**src/rtl/fp_mul_pkg.sv**
```systemverilog
// Shared definitions for the single-precision multiplier pipeline
// (mantissa multiply, normalise and round stages).
package fp_mul_pkg;

    localparam int EW   = 8;
    localparam int MW   = 23;
    localparam int BIAS = 127;

    typedef enum logic [1:0] {
        ST_IDLE = 2'd0,
        ST_MUL  = 2'd1,
        ST_DONE = 2'd2
    } state_e;

endpackage

```
**src/rtl/fp_unpack.sv**
```systemverilog
// Splits an IEEE-754 word into sign, exponent and significand (hidden bit set);
// flags a zero exponent so the multiplier can flush zeros and denormals.
module fp_unpack #(
    parameter int EXP_W = fp_mul_pkg::EW,
    parameter int MAN_W = fp_mul_pkg::MW
) (
    input  logic [EXP_W+MAN_W:0] x_i,
    output logic                 sign_o,
    output logic [EXP_W-1:0]     exp_o,
    output logic [MAN_W:0]       sig_o,
    output logic                 zero_o
);

    assign sign_o = x_i[EXP_W+MAN_W];
    assign exp_o  = x_i[EXP_W+MAN_W-1:MAN_W];
    assign sig_o  = {1'b1, x_i[MAN_W-1:0]};
    assign zero_o = (exp_o == '0);

endmodule

```
**src/rtl/fp_mant_mul.sv**
```systemverilog
// Sequential shift-add significand multiplier: one multiplier bit per cycle,
// with the biased exponent sum and sign produced alongside for the normaliser.
module fp_mant_mul #(
    parameter int BIAS = fp_mul_pkg::BIAS,
    parameter int MW   = fp_mul_pkg::MW
) (
    input  logic                        clk,
    input  logic                        rst,
    input  logic [fp_mul_pkg::EW+MW:0]  a,
    input  logic [fp_mul_pkg::EW+MW:0]  b,
    input  logic                        in_valid,
    output logic                        in_ready,
    output logic [MW:0]                 c_m,
    output logic [fp_mul_pkg::EW-1:0]   c_e,
    output logic                        c_s,
    output logic                        c_ovf,
    output logic                        c_unf,
    output logic                        out_valid,
    input  logic                        out_ready
);

    import fp_mul_pkg::*;

    localparam int SW = MW + 1;
    localparam int PW = 2 * SW;
    localparam int CW = $clog2(SW);
    localparam int XW = EW + 2;

    localparam logic signed [XW-1:0] EXP_ADJ   = XW'(BIAS - 1);
    localparam logic signed [XW-1:0] EXP_MAX   = XW'((1 << EW) - 1);
    localparam logic signed [XW-1:0] EXP_MIN   = XW'(1);
    localparam logic [CW-1:0]        LAST_STEP = CW'(SW - 1);

    logic          a_sign, b_sign, a_zero, b_zero;
    logic [EW-1:0] a_exp, b_exp;
    logic [MW:0]   a_sig, b_sig;

    fp_unpack #(.EXP_W(EW), .MAN_W(MW)) u_unpack_a (
        .x_i    (a),
        .sign_o (a_sign),
        .exp_o  (a_exp),
        .sig_o  (a_sig),
        .zero_o (a_zero)
    );

    fp_unpack #(.EXP_W(EW), .MAN_W(MW)) u_unpack_b (
        .x_i    (b),
        .sign_o (b_sign),
        .exp_o  (b_exp),
        .sig_o  (b_sig),
        .zero_o (b_zero)
    );

    state_e        state_q, state_d;
    logic          sa_q, sa_d, sb_q, sb_d;
    logic [EW-1:0] ea_q, ea_d, eb_q, eb_d;
    logic [MW:0]   ma_q, ma_d, mb_q, mb_d;
    logic          zero_q, zero_d;
    logic [PW-1:0] acc_q, acc_d;
    logic [CW-1:0] cnt_q, cnt_d;

    always_comb begin
        // NOTE: every _d gets its hold value first so no path through the case infers a latch.
        state_d = state_q;
        sa_d    = sa_q;
        sb_d    = sb_q;
        ea_d    = ea_q;
        eb_d    = eb_q;
        ma_d    = ma_q;
        mb_d    = mb_q;
        zero_d  = zero_q;
        acc_d   = acc_q;
        cnt_d   = cnt_q;

        unique case (state_q)
            ST_IDLE: begin
                if (in_valid) begin
                    sa_d    = a_sign;
                    sb_d    = b_sign;
                    ea_d    = a_exp;
                    eb_d    = b_exp;
                    ma_d    = a_sig;
                    mb_d    = b_sig;
                    zero_d  = a_zero | b_zero;
                    acc_d   = '0;
                    cnt_d   = '0;
                    state_d = ST_MUL;
                end
            end
            ST_MUL: begin
                if (zero_q) begin
                    state_d = ST_DONE;
                end else begin
                    if (mb_q[cnt_q]) begin
                        acc_d = acc_q + (PW'(ma_q) << cnt_q);
                    end
                    cnt_d = cnt_q + CW'(1);
                    if (cnt_q == LAST_STEP) begin
                        state_d = ST_DONE;
                    end
                end
            end
            ST_DONE: begin
                if (out_ready) begin
                    state_d = ST_IDLE;
                end
            end
            default: state_d = ST_IDLE;
        endcase
    end

    // Reset leaves the operands as all-zero words, so the zero flag starts set
    // and the c_* outputs read as zero straight out of reset.
    always_ff @(posedge clk or posedge rst) begin
        if (rst) begin
            state_q <= ST_IDLE;
            sa_q    <= 1'b0;
            sb_q    <= 1'b0;
            ea_q    <= '0;
            eb_q    <= '0;
            ma_q    <= '0;
            mb_q    <= '0;
            zero_q  <= 1'b1;
            acc_q   <= '0;
            cnt_q   <= '0;
        end else begin
            // NOTE: non-blocking assignments keep every register sampling pre-edge values.
            state_q <= state_d;
            sa_q    <= sa_d;
            sb_q    <= sb_d;
            ea_q    <= ea_d;
            eb_q    <= eb_d;
            ma_q    <= ma_d;
            mb_q    <= mb_d;
            zero_q  <= zero_d;
            acc_q   <= acc_d;
            cnt_q   <= cnt_d;
        end
    end

    // Bias is removed minus one: the normaliser decrements when c_m[MSB] is clear.
    logic signed [XW-1:0] exp_sum;
    assign exp_sum = $signed(XW'(ea_q)) + $signed(XW'(eb_q)) - EXP_ADJ;

    assign in_ready  = (state_q == ST_IDLE);
    assign out_valid = (state_q == ST_DONE);
    assign c_m       = acc_q[PW-1 -: SW];
    assign c_s       = sa_q ^ sb_q;
    assign c_e       = zero_q ? '0 : exp_sum[EW-1:0];
    assign c_ovf     = !zero_q && (exp_sum > EXP_MAX);
    assign c_unf     = !zero_q && (exp_sum < EXP_MIN);

endmodule
```
**config.mk**
```make
export PLATFORM = sky130hd
export DESIGN_NAME = fp_mant_mul
export DESIGN_NICKNAME = d
export VERILOG_FILES = /design/src/rtl/fp_mul_pkg.sv /design/src/rtl/fp_unpack.sv /design/src/rtl/fp_mant_mul.sv
export SDC_FILE = /design/constraint.sdc
export NUM_CORES = 1
export LEC_CHECK = 0
export CORE_MARGIN = 1
export CORE_UTILIZATION = 27
export DETAILED_ROUTE_END_ITERATION = 8
export PLACE_DENSITY_LB_ADDON = 0.25
export SETUP_SLACK_MARGIN = 0.2
export SYNTH_ARGS = -nofsm -noshare
export SYNTH_HDL_FRONTEND = slang
export SYNTH_SLANG_ARGS = --single-unit
export TNS_END_PERCENT = 100
```
**constraint.sdc**
```tcl
create_clock -name clk -period 5.2 [get_ports clk]
set_input_delay 1.04 -clock clk [delete_from_list [all_inputs] [get_ports clk]]
set_output_delay 1.04 -clock clk [all_outputs]
set_load 0.05 [all_outputs]
```
# Word-level counts from Yosys, hierarchy flattened
# Index checks and enable logic that the tools add are counted.
# op_classes
n_addsub,4
n_mul,0
div_mod_pow,0
n_lt_le_gt_ge,3
eq_ne,8
shifts,1
muxes,15
bitwise_logic,2
reduce_logical,11
# op_table
cell,count
$mux W48,3
$pmux W48 S2,1
$add A48 B48 Y48,1
$shl A24 B5 Y48,1
$logic_not A8 Y1,2
$gt A10 B9 Y1 const B,1
$lt A10 B2 Y1 const B,1
$mux W5,2
$pmux W5 S2,1
$sub A9 B7 Y10 const B,1
$add A8 B8 Y9,1
$mux W2,4
$mux W8,1
$lt A5 B6 Y1 const B,1
$ne A2 B2 Y1 const B,3
$pmux W2 S3,1
$reduce_and A3 Y1,2
$add A5 B1 Y5 const B,1
$bmux W1 S5,1
$eq A5 B5 Y1 const B,1
$reduce_and A4 Y1,1
$ne A3 B3 Y1 const B,1
$eq A2 B1 Y1 const B,1
$eq A2 B2 Y1 const B,1
9 further kinds,10
# totals
register_bits,122
latch_bits,0
mem_bits_rw,0
rom_bits,0
input_bits,68
out_inout_bits,37
memories,0

# Depth between registers and ports, before layout
# Gate-level depths: netlist (run 1).
# depth
ltp_word,5
ltp_mapped,22

# Hierarchy
# From an unflattened synthesis (run 1), not the netlist that was laid out.
# hier_totals
cells_unflattened,1217
area_unflattened_um2,9989.6
# by_module_without_submodules
module,instances,cells_each,area_each_um2,seq_area_each_um2
fp_mant_mul,1,1143,9449.1,3054.2
fp_unpack,2,37,270.3,0.0

# Worst setup path after synthesis (run 1)
# Ideal clock, no wire load.
# synth_timing
path_kind,register to output
startpoint,register ea_q[1]
endpoint,output c_unf
arrival_ns,3.597
slack_ns,0.563
path_stages_with_launch,16
path_buffers,0
cell_sequence,dfrtp_1 > inv_1 > ha_1 > inv_1 > ha_1 > inv_1 > fa_1 > nor2b_1 > o21ai_0 > a21oi_1 > o21ai_0 > a21boi_0 > o2111ai_1 > nor3b_1 > a21oi_1 > a211oi_1
# synth_via
elab_chain_cells,4
# synth_rtl
item,line,text
"start, declared",fp_mant_mul.sv:56,"logic [EW-1:0] ea_q, ea_d, eb_q, eb_d;"
"start signal, assigned",fp_mant_mul.sv:119,ea_q <= '0;
"start signal, assigned",fp_mant_mul.sv:131,ea_q <= ea_d;
$add A8 B8 Y9,fp_mant_mul.sv:143,assign exp_sum = $signed(XW'(ea_q)) + $signed(XW'(eb_q)) - EXP_ADJ;
$sub A9 B7 Y10,fp_mant_mul.sv:143,
$lt A10 B2 Y1,fp_mant_mul.sv:151,assign c_unf = !zero_q && (exp_sum < EXP_MIN);
$logic_and A1 B1 Y1,fp_mant_mul.sv:151,
"end, declared",fp_mant_mul.sv:17,"output logic c_unf,"
# Every way passes these cells.

# Worst setup path after layout (run 1)
# layout_timing
startpoint,register eb_q[1]
endpoint,output c_ovf
# layout_via
elab_chain_cells,4
# layout_rtl
item,line,text
"start, declared",fp_mant_mul.sv:56,
"start signal, assigned",fp_mant_mul.sv:120,eb_q <= '0;
"start signal, assigned",fp_mant_mul.sv:132,eb_q <= eb_d;
$add A8 B8 Y9,fp_mant_mul.sv:143,
$sub A9 B7 Y10,fp_mant_mul.sv:143,
$gt A10 B9 Y1,fp_mant_mul.sv:150,assign c_ovf = !zero_q && (exp_sum > EXP_MAX);
$logic_and A1 B1 Y1,fp_mant_mul.sv:150,
"end, declared",fp_mant_mul.sv:16,"output logic c_ovf,"
# Every way passes these cells.

==> results summary, run 1 <==
At the placement stage, the worst setup path has a slack of 0.458 ns. The fraction of the yosys area taken by sequential cells came out at 31.5%. The share of synthesized flip-flops with an asynchronous set or reset came out at 100%.

The most critical setup path has its endpoint at c_ovf. The CTS sink count came out at 121. The number of max-slew violations in the final report came out at 0.

The post-synthesis area per instance is 8.23 sq um. The count of unresolved DRC violations after routing came out at 0. The detailed-route via count is 8415. The HPWL after detailed placement is 21300 um. Setup violations remaining at the end of the flow were counted as 0. In this run the most critical hold path is launched from mb_q[1]. The pin count of the biggest net entering global routing came out at 69.

The horizontal die dimension is 191 um. The region available for standard cell placement spans 34800 sq um. For this design the static power due to leakage is 4.95 nW. Compared with the post-synthesis result, the final layout area differs by 19.5%. The via count of the first global-routing pass is 8248.

The post-synthesis instance total came out at 1168. The starting density of the core is 27.6%. The top-level I/O count is 105. The path class of the tightest hold or removal check is flop to flop.

The worst supply voltage drop on vdd came out at 0.591 mV. For the worst flop-to-flop path, the logic depth is 15. The synthesis warning total is 0. The clock passes through at most 2 buffers. The commonest non-fill, non-tap cell in the layout is nand2_1. The remaining max-slew budget at the tightest pin is 37.8%.

The floorplan has 68 rows. Counting flops with a built-in enable in the synthesized netlist gives 0. The total standard cell area after synthesis came out at 9610 sq um. The leftover overflow at the end of global routing came out at 0. The number of antenna diodes is 0. Across all register-to-register paths, the minimum setup slack is 0.70 ns. The flow ran to the end, and the final reports show no timing, DRC or antenna violations. The H-tree depth came out at 4. The classification of the worst setup path is flop to output pin. Summed over all failing endpoints, the final setup total negative slack is 0 ns. The number of setup buffers added after CTS came out at 0.

The kind of capture point of the worst setup path is an output pin. The clock period minus worst slack came out at 4.69 ns. The actual transition at the worst max-transition pin came out at 0.932 ns.

The number of nets produced by synthesis came out at 1301. The final setup skew is 0.00946 ns. The post-route total power is 7.69 mW. Measured along the y axis, the die boundary spans 191 um. The wire length of the first global-routing pass is 44600 um.

The number of antenna violations at the first check in global routing came to 0. The number of routed nets with antenna violations came out at 0. The most used flip-flop cell after synthesis is dfrtp_1.

The number of buffers created by CTS came out at 17. The critical-path maximum fanout is 3. The root cell of the clock tree is clkbuf_16.

The ratio of final minimum period to clock period came out at 90.2%. The all-layer global routing usage came out at 15.7%. The number of detailed-routing iterations run before antenna repair came out at 4. The startpoint identified for the worst register-to-register timing path is cnt_q[1]. Max-cap violations in this run came to 0. The data arrival time at the worst-slack endpoint came out at 3.65 ns. The initial detailed-routing violation count came out at 641. The type of origin of the critical path is a flop.

Clock-pin slew was measured on the worst setup and hold paths at 0.06 ns. Setup repair after global routing could not meet its margin everywhere. The hold violation total from the final report came to 0. The clock latency on the worst-skew pair came out at 0.43 ns. In the layout the commonest cells are nand2_1 (277), dfrtp_1 (118), clkdlybuf4s50_1 (103). Counting distinct cell types in the post-synthesis netlist gives 77. For the worst setup path, the data required time is 4.16 ns. The fraction of layout cells with a size suffix above 1 is 10.3%. The routed wire length came out at 27800 um. The CTS tree is done. The mean routed wirelength per cell came out at 16.5 um. The power density over the cells came out at 669 nW/um^2. The worst hold margin is 0.474 ns. Measured on the finished design, the core utilization comes to 33.0%. Routability-driven placement finished with a final weighted congestion of 0.924. The die area is 36400 sq um.

Buffers placed on the I/O ports in this run total 104. The setup slack of the critical path after layout came out at 0.508 ns. In the routed layout, each cell is associated on average with a via count of 4.98. The final-stage net count is 1355. The critical path starts at eb_q[1]. Counting flops and latches in the post-synthesis netlist gives 121. Timing would allow up to 213 MHz. The worst register-to-register path ends at acc_q[47].
## routing by layer
layer	wire length (um)	vias to the layer above	track usage (%)
li1	-	4193	-
met1	13500	3982	21.9
met2	12400	209	24.4
met3	1350	31	2.74
met4	509	0	4.83
met5	0	-	0
## how the worst min path moves through the flow
stage	cells after the start	end	slack [ns]
after floorplan	2	mb_q[12]	0.44
after global placement	2	mb_q[4]	0.46
after detailed placement	2	mb_q[1]	0.46
after CTS	2	mb_q[1]	0.48
after global routing	2	ea_q[4]	0.50
final	2	mb_q[1]	0.47
## per-stage QoR
stage	cell area, sq um	std cells
after global routing	11500	1690
after global placement	10900	1658
after CTS	11500	1690
after detailed placement	10900	1658
final	11500	1690
after floorplan	9610	1168
## cell type report
| cell class | instances | area (sq um) |
|---|---|---|
| multi-input cells | 923 | 5970 |
| fillers | 3656 | 23300 |
| clock buffers | 18 | 429 |
| clock inverters | 14 | 160 |
| well taps | 455 | 569 |
| inverters | 34 | 130 |
| flip-flops and latches | 121 | 3030 |
| repair buffers | 125 | 1200 |
## worst max-delay path, cell delays in order (launching register included)
cell             delay (ns)
dfrtp_1                0.36
inv_1                  0.07
ha_1                   0.22
inv_1                  0.06
ha_1                   0.17
inv_1                  0.06
fa_1                   0.40
nor2b_1                0.11
o21ai_0                0.10
a21oi_1                0.18
o21ai_0                0.14
a21boi_0               0.22
o2bb2ai_1              0.14
a21oi_1                0.08
nor2_1                 0.10
clkdlybuf4s50_1        0.81
## power breakdown
group          total [mW]  internal [mW]  leakage, nW  switching [mW]
combinational        4.87           1.82         3.11            3.05
sequential           1.60           1.30         1.56           0.298
clock                1.22          0.717        0.287           0.502
total                7.69           3.84         4.95            3.85
## synthesized netlist by cell type (all sizes together), types with 6 or more instances
cell type | instances | share of area [%]
nor2b | 9 | 0.59
o31ai | 19 | 1.5
a21oi | 72 | 3.9
nand4 | 11 | 0.72
clkbuf | 39 | 1.5
mux2 | 16 | 1.9
mux4 | 16 | 3.7
xor2 | 23 | 2.1
dfrtp | 120 | 31
nor4 | 6 | 0.39
mux2i | 24 | 2.5
inv | 33 | 1.3
o21ai | 90 | 4.8
buf | 51 | 3.6
xnor2 | 25 | 2.3
a211oi | 8 | 0.73
o22ai | 16 | 1.0
a31oi | 7 | 0.61
or2 | 8 | 0.52
nand3 | 37 | 2.0
nand2 | 280 | 11
nand2b | 8 | 0.52
nor3 | 16 | 1.1
nor2 | 71 | 2.8
and2 | 12 | 0.78
ha | 63 | 8.2
a21o | 13 | 1.0
o21bai | 9 | 0.82
## flip-flops by register name, summed over array words and instances (netlist names), 2 cells and up
register,count
eb_q,8
mb_q,23
acc_q,48
state_q,2
ea_q,8
ma_q,24
cnt_q,5
## logic make-up after synthesis
logic type                 Yosys count  synth area share [%]
muxes                               56                  8.12
adders and majority gates           65                  8.62
DFF                                121                  31.5
xor gates and xnor gates            48                  4.37
and+or+nand+nor                    472                  21.4
AOI/OAI and AO/OA                  282                  19.5
buffers and inverters              124                  6.47
## repair_timing
action,CTS,global route
gates resized for setup,0,3
endpoints found under the setup margin,0,4
hold buffers,0,0
Power figures use the tool's default switching activity.
==> run 2, diff against run 1 <==
REMOVE_ABC_BUFFERS = 1   (was not set)
SYNTH_HIERARCHICAL = 1   (was not set)
==> results summary, run 2 <==
CTS placed an instance of clkbuf_16 at the clock tree root. Relative to the synthesized area, the layout overhead comes to 14.1%. The region available for standard cell placement spans 36500 sq um. By count the netlist is led by nand2_1 (315), dfrtp_1 (121), buf_4 (94). The mean routed wirelength per cell came out at 16.4 um. The die area came out at 37800 sq um. After technology mapping, the gate count stands at 1217. The number of vias per cell is 4.90. Clock-pin slew was measured on the worst setup and hold paths at 0.07 ns. The number of detailed-routing iterations run before antenna repair came out at 5.

The synthesis warning total is 6. The post-cts resize count came out at 0. In this run, post-CTS hold repair placed 0 buffers. Global routing used 20.4% of the available met1 tracks. The CTS sink count came out at 122. The flow ran to the end, and the final reports show no timing, DRC or antenna violations. The H-tree depth is 4.

The net count of the finished layout is 1347. The number of max-slew violations in the final report came out at 0. The largest registers in the layout are acc_q (48), ma_q (24), mb_q (24). The kind of capture point of the worst setup path is an output pin. The share of synthesized flip-flops with an asynchronous set or reset is 100%.

The final setup violation count is 0. The number of antenna diodes came out at 0. After floorplanning, the core was divided into 70 placement rows. The number of setup buffers added after CTS is 0. The first global-routing pass estimated 45600 um of wire. The die is 194 um wide. Clock tree synthesis inserted a total of 17 buffers. The starting density of the core is 27.4%. The buffer levels on the longest clock path came out at 2. The netlist uses 78 different library cells. For the pin with the worst max-slew slack, the measured transition is 1.09 ns.

The register with the most flip-flops in the final layout is acc_q. In this design, the largest share of critical-path delay is due to buffers and inverters. Summed over all layers, the global routing overflow is 0. In the final timing run, aggregate negative setup slack is 0 ns. During placement, the flow inserted port buffers numbering 104. Yosys mapped a number of flops with a built-in enable equal to 0. The critical-path maximum fanout is 2. The combined buffer and inverter count along the critical path came out at 5.

The remaining max-slew budget at the tightest pin came out at 27.2%. For this run, the leading register cell type out of synthesis is dfrtp_1. The detailed-route via count came out at 8298.

The all-layer global routing usage is 15.2%. The largest single stage delay on the critical path is 0.84 ns. Setup repair after global routing left no endpoint under its margin. The tool flagged a number of max-cap violations equal to 0. The hold violation total from the final report is 0.

The count of unresolved DRC violations after routing came out at 0. Entering global routing, the biggest net connects 64 pins. The fraction of layout cells with a size suffix above 1 came out at 8.88%. The via count of the first global-routing pass is 8461. In this design, the critical path's most frequently occurring cell is inv_1. Dividing the final minimum period by the clock period gives 90.3%. The count of state elements after synthesis is 122. TritonCTS built the clock tree. The number of flip-flops in the largest register came out at 48. The post-synthesis area per instance came out at 8.21 sq um. For the worst setup path, the data required time is 4.16 ns. met2 is the most crowded layer.

The placed wire-length estimate after detailed placement is 21300 um. Traced cell by cell, the critical path runs through inv_1 -> ha_1 -> inv_1 -> ha_1 -> inv_1 -> fa_1 -> inv_1 -> a21oi_1 -> o21bai_1 -> a21oi_1 -> o21bai_1 -> nand2_1 -> nand3b_1 -> nor3b_1 -> clkdlybuf4s50_1. For this design, the slowest cell found on the critical path is clkdlybuf4s50_1. By startpoint and endpoint, the worst setup path is classified as flop to output pin. The initial detailed-routing violation count came out at 418. Summing every instance area after synthesis gives 9990 sq um. The final setup skew came out at 0.0108 ns. In the post-synthesis netlist, the cell with the most instances is nand2_1.

The commonest non-fill, non-tap cell in the layout is nand2_1. The top-level I/O count came out at 105. The data arrival time at the worst-slack endpoint is 3.65 ns. The global-route met2 utilization came out at 25.1%. After synthesis, the cell types taking the most area are dfrtp_1 (30%), nand2_1 (12%), ha_1 (7.9%). The library cells used most frequently in the layout, excluding fill and tap cells, are nand2_1 (314), dfrtp_1 (120), clkdlybuf4s50_1 (103).

The top-area cell type share of the netlist area is 30.3%. The largest total area in the synthesized netlist belongs to dfrtp_1. The weighted congestion reported at the end of routability-driven placement is 0.895. The count of nets left with antenna violations once routing finished came out at 0.

The clock period minus worst slack is 4.69 ns. For the worst-skew pair, the clock arrives at the later sink with an insertion delay of 0.43 ns. The number of antenna violations at the first check in global routing came out at 0. The vertical die dimension is 194 um. The worst hold path belongs to the class flop to flop.

The met3 global-route usage is 2.72%. Summed over all layers, the routed wires come to 27900 um. The achievable clock frequency is 213 MHz. STA classifies the critical path startpoint as a flop. Of the synthesized area, sequential elements account for 30.6%.
[run 2: changes by cell type after synthesis, sizes merged, moves of 7 or more]
cell / previous run / this run
buf: 51 / 110
o21ai: 90 / 68
nor2: 71 / 61
and3: 4 / 11
nand2: 280 / 315
nand3: 37 / 15
a22o: 2 / 9
[run 2: path summary, 6_finish.rpt]
check                      depth (start not counted)  startpoint         to  slack [ns]
hold reg to reg                                    2    mb_q[14]   mb_q[14]        0.47
min in group asynchronous                          2         rst    eb_q[1]        1.12
hold / removal                                     2    mb_q[14]   mb_q[14]        0.47
setup / recovery                                  15     eb_q[1]      c_ovf        0.51
setup reg to reg                                  17    cnt_q[1]  acc_q[35]        0.68
max in group asynchronous                          3         rst  acc_q[40]        3.22
[run 2: layout make-up]
| class | instances | area [sq um] |
|---|---|---|
| inverter | 33 | 126 |
| tap | 468 | 586 |
| timing repair buffer | 126 | 1220 |
| fill | 3909 | 25100 |
| clock buffer | 18 | 429 |
| clock inverter | 14 | 164 |
| multi-input combinational | 914 | 5820 |
| sequential | 122 | 3060 |
[run 2: per-stage QoR]
step           utilization, %  hold WS (ns)  setup WS (ns)  area [sq um]  instances
2_1_floorplan               -         0.437          0.572          8990       1069
3_3_place_gp             29.6         0.455          0.656         10800       1663
6_report                 31.2         0.471          0.507         11400       1695
4_1_cts                  31.2         0.478          0.387         11400       1695
5_1_grt                  31.2         0.504          0.219         11400       1695
3_5_place_dp             29.6         0.461          0.675         10800       1663
[run 2: worst register-to-register path: cells and delay by family (launching register included)]
family,cells,cell delay [ns]
and+or+nand+nor,3,0.52
AOI/OAI and AO/OA,10,2.26
buffers and inverters,2,0.50
adders and majority gates,1,0.39
DFF,1,0.34
muxes,1,0.39
[run 2: routing by layer]
| metal | vias to the layer above | share of wire, % |
|---|---|---|
| li1 | 4126 | - |
| met1 | 3982 | 48 |
| met2 | 164 | 47 |
| met3 | 26 | 3.6 |
| met4 | 0 | 1.2 |
| met5 | - | 0 |
[run 2: logic make-up (layout without fill, tap and decap cells)]
family | Yosys count | in the layout | share of synthesized area, %
AO/OA/AOI/OAI | 272 | 272 | 17.4
adder cells (fa/ha/maj) | 65 | 65 | 8.29
other | 2 | 2 | 0.0752
multiplexers | 59 | 59 | 8.13
flip-flops | 122 | 122 | 30.6
AND/OR/NAND/NOR | 468 | 468 | 20.1
buffers and inverters | 181 | 191 | 11.2
XOR/XNOR | 48 | 48 | 4.21
Power of run 2 is left out: the tool's default activity adds up to more than one toggle a clock period on the data nets, which glitch-free logic cannot reach.
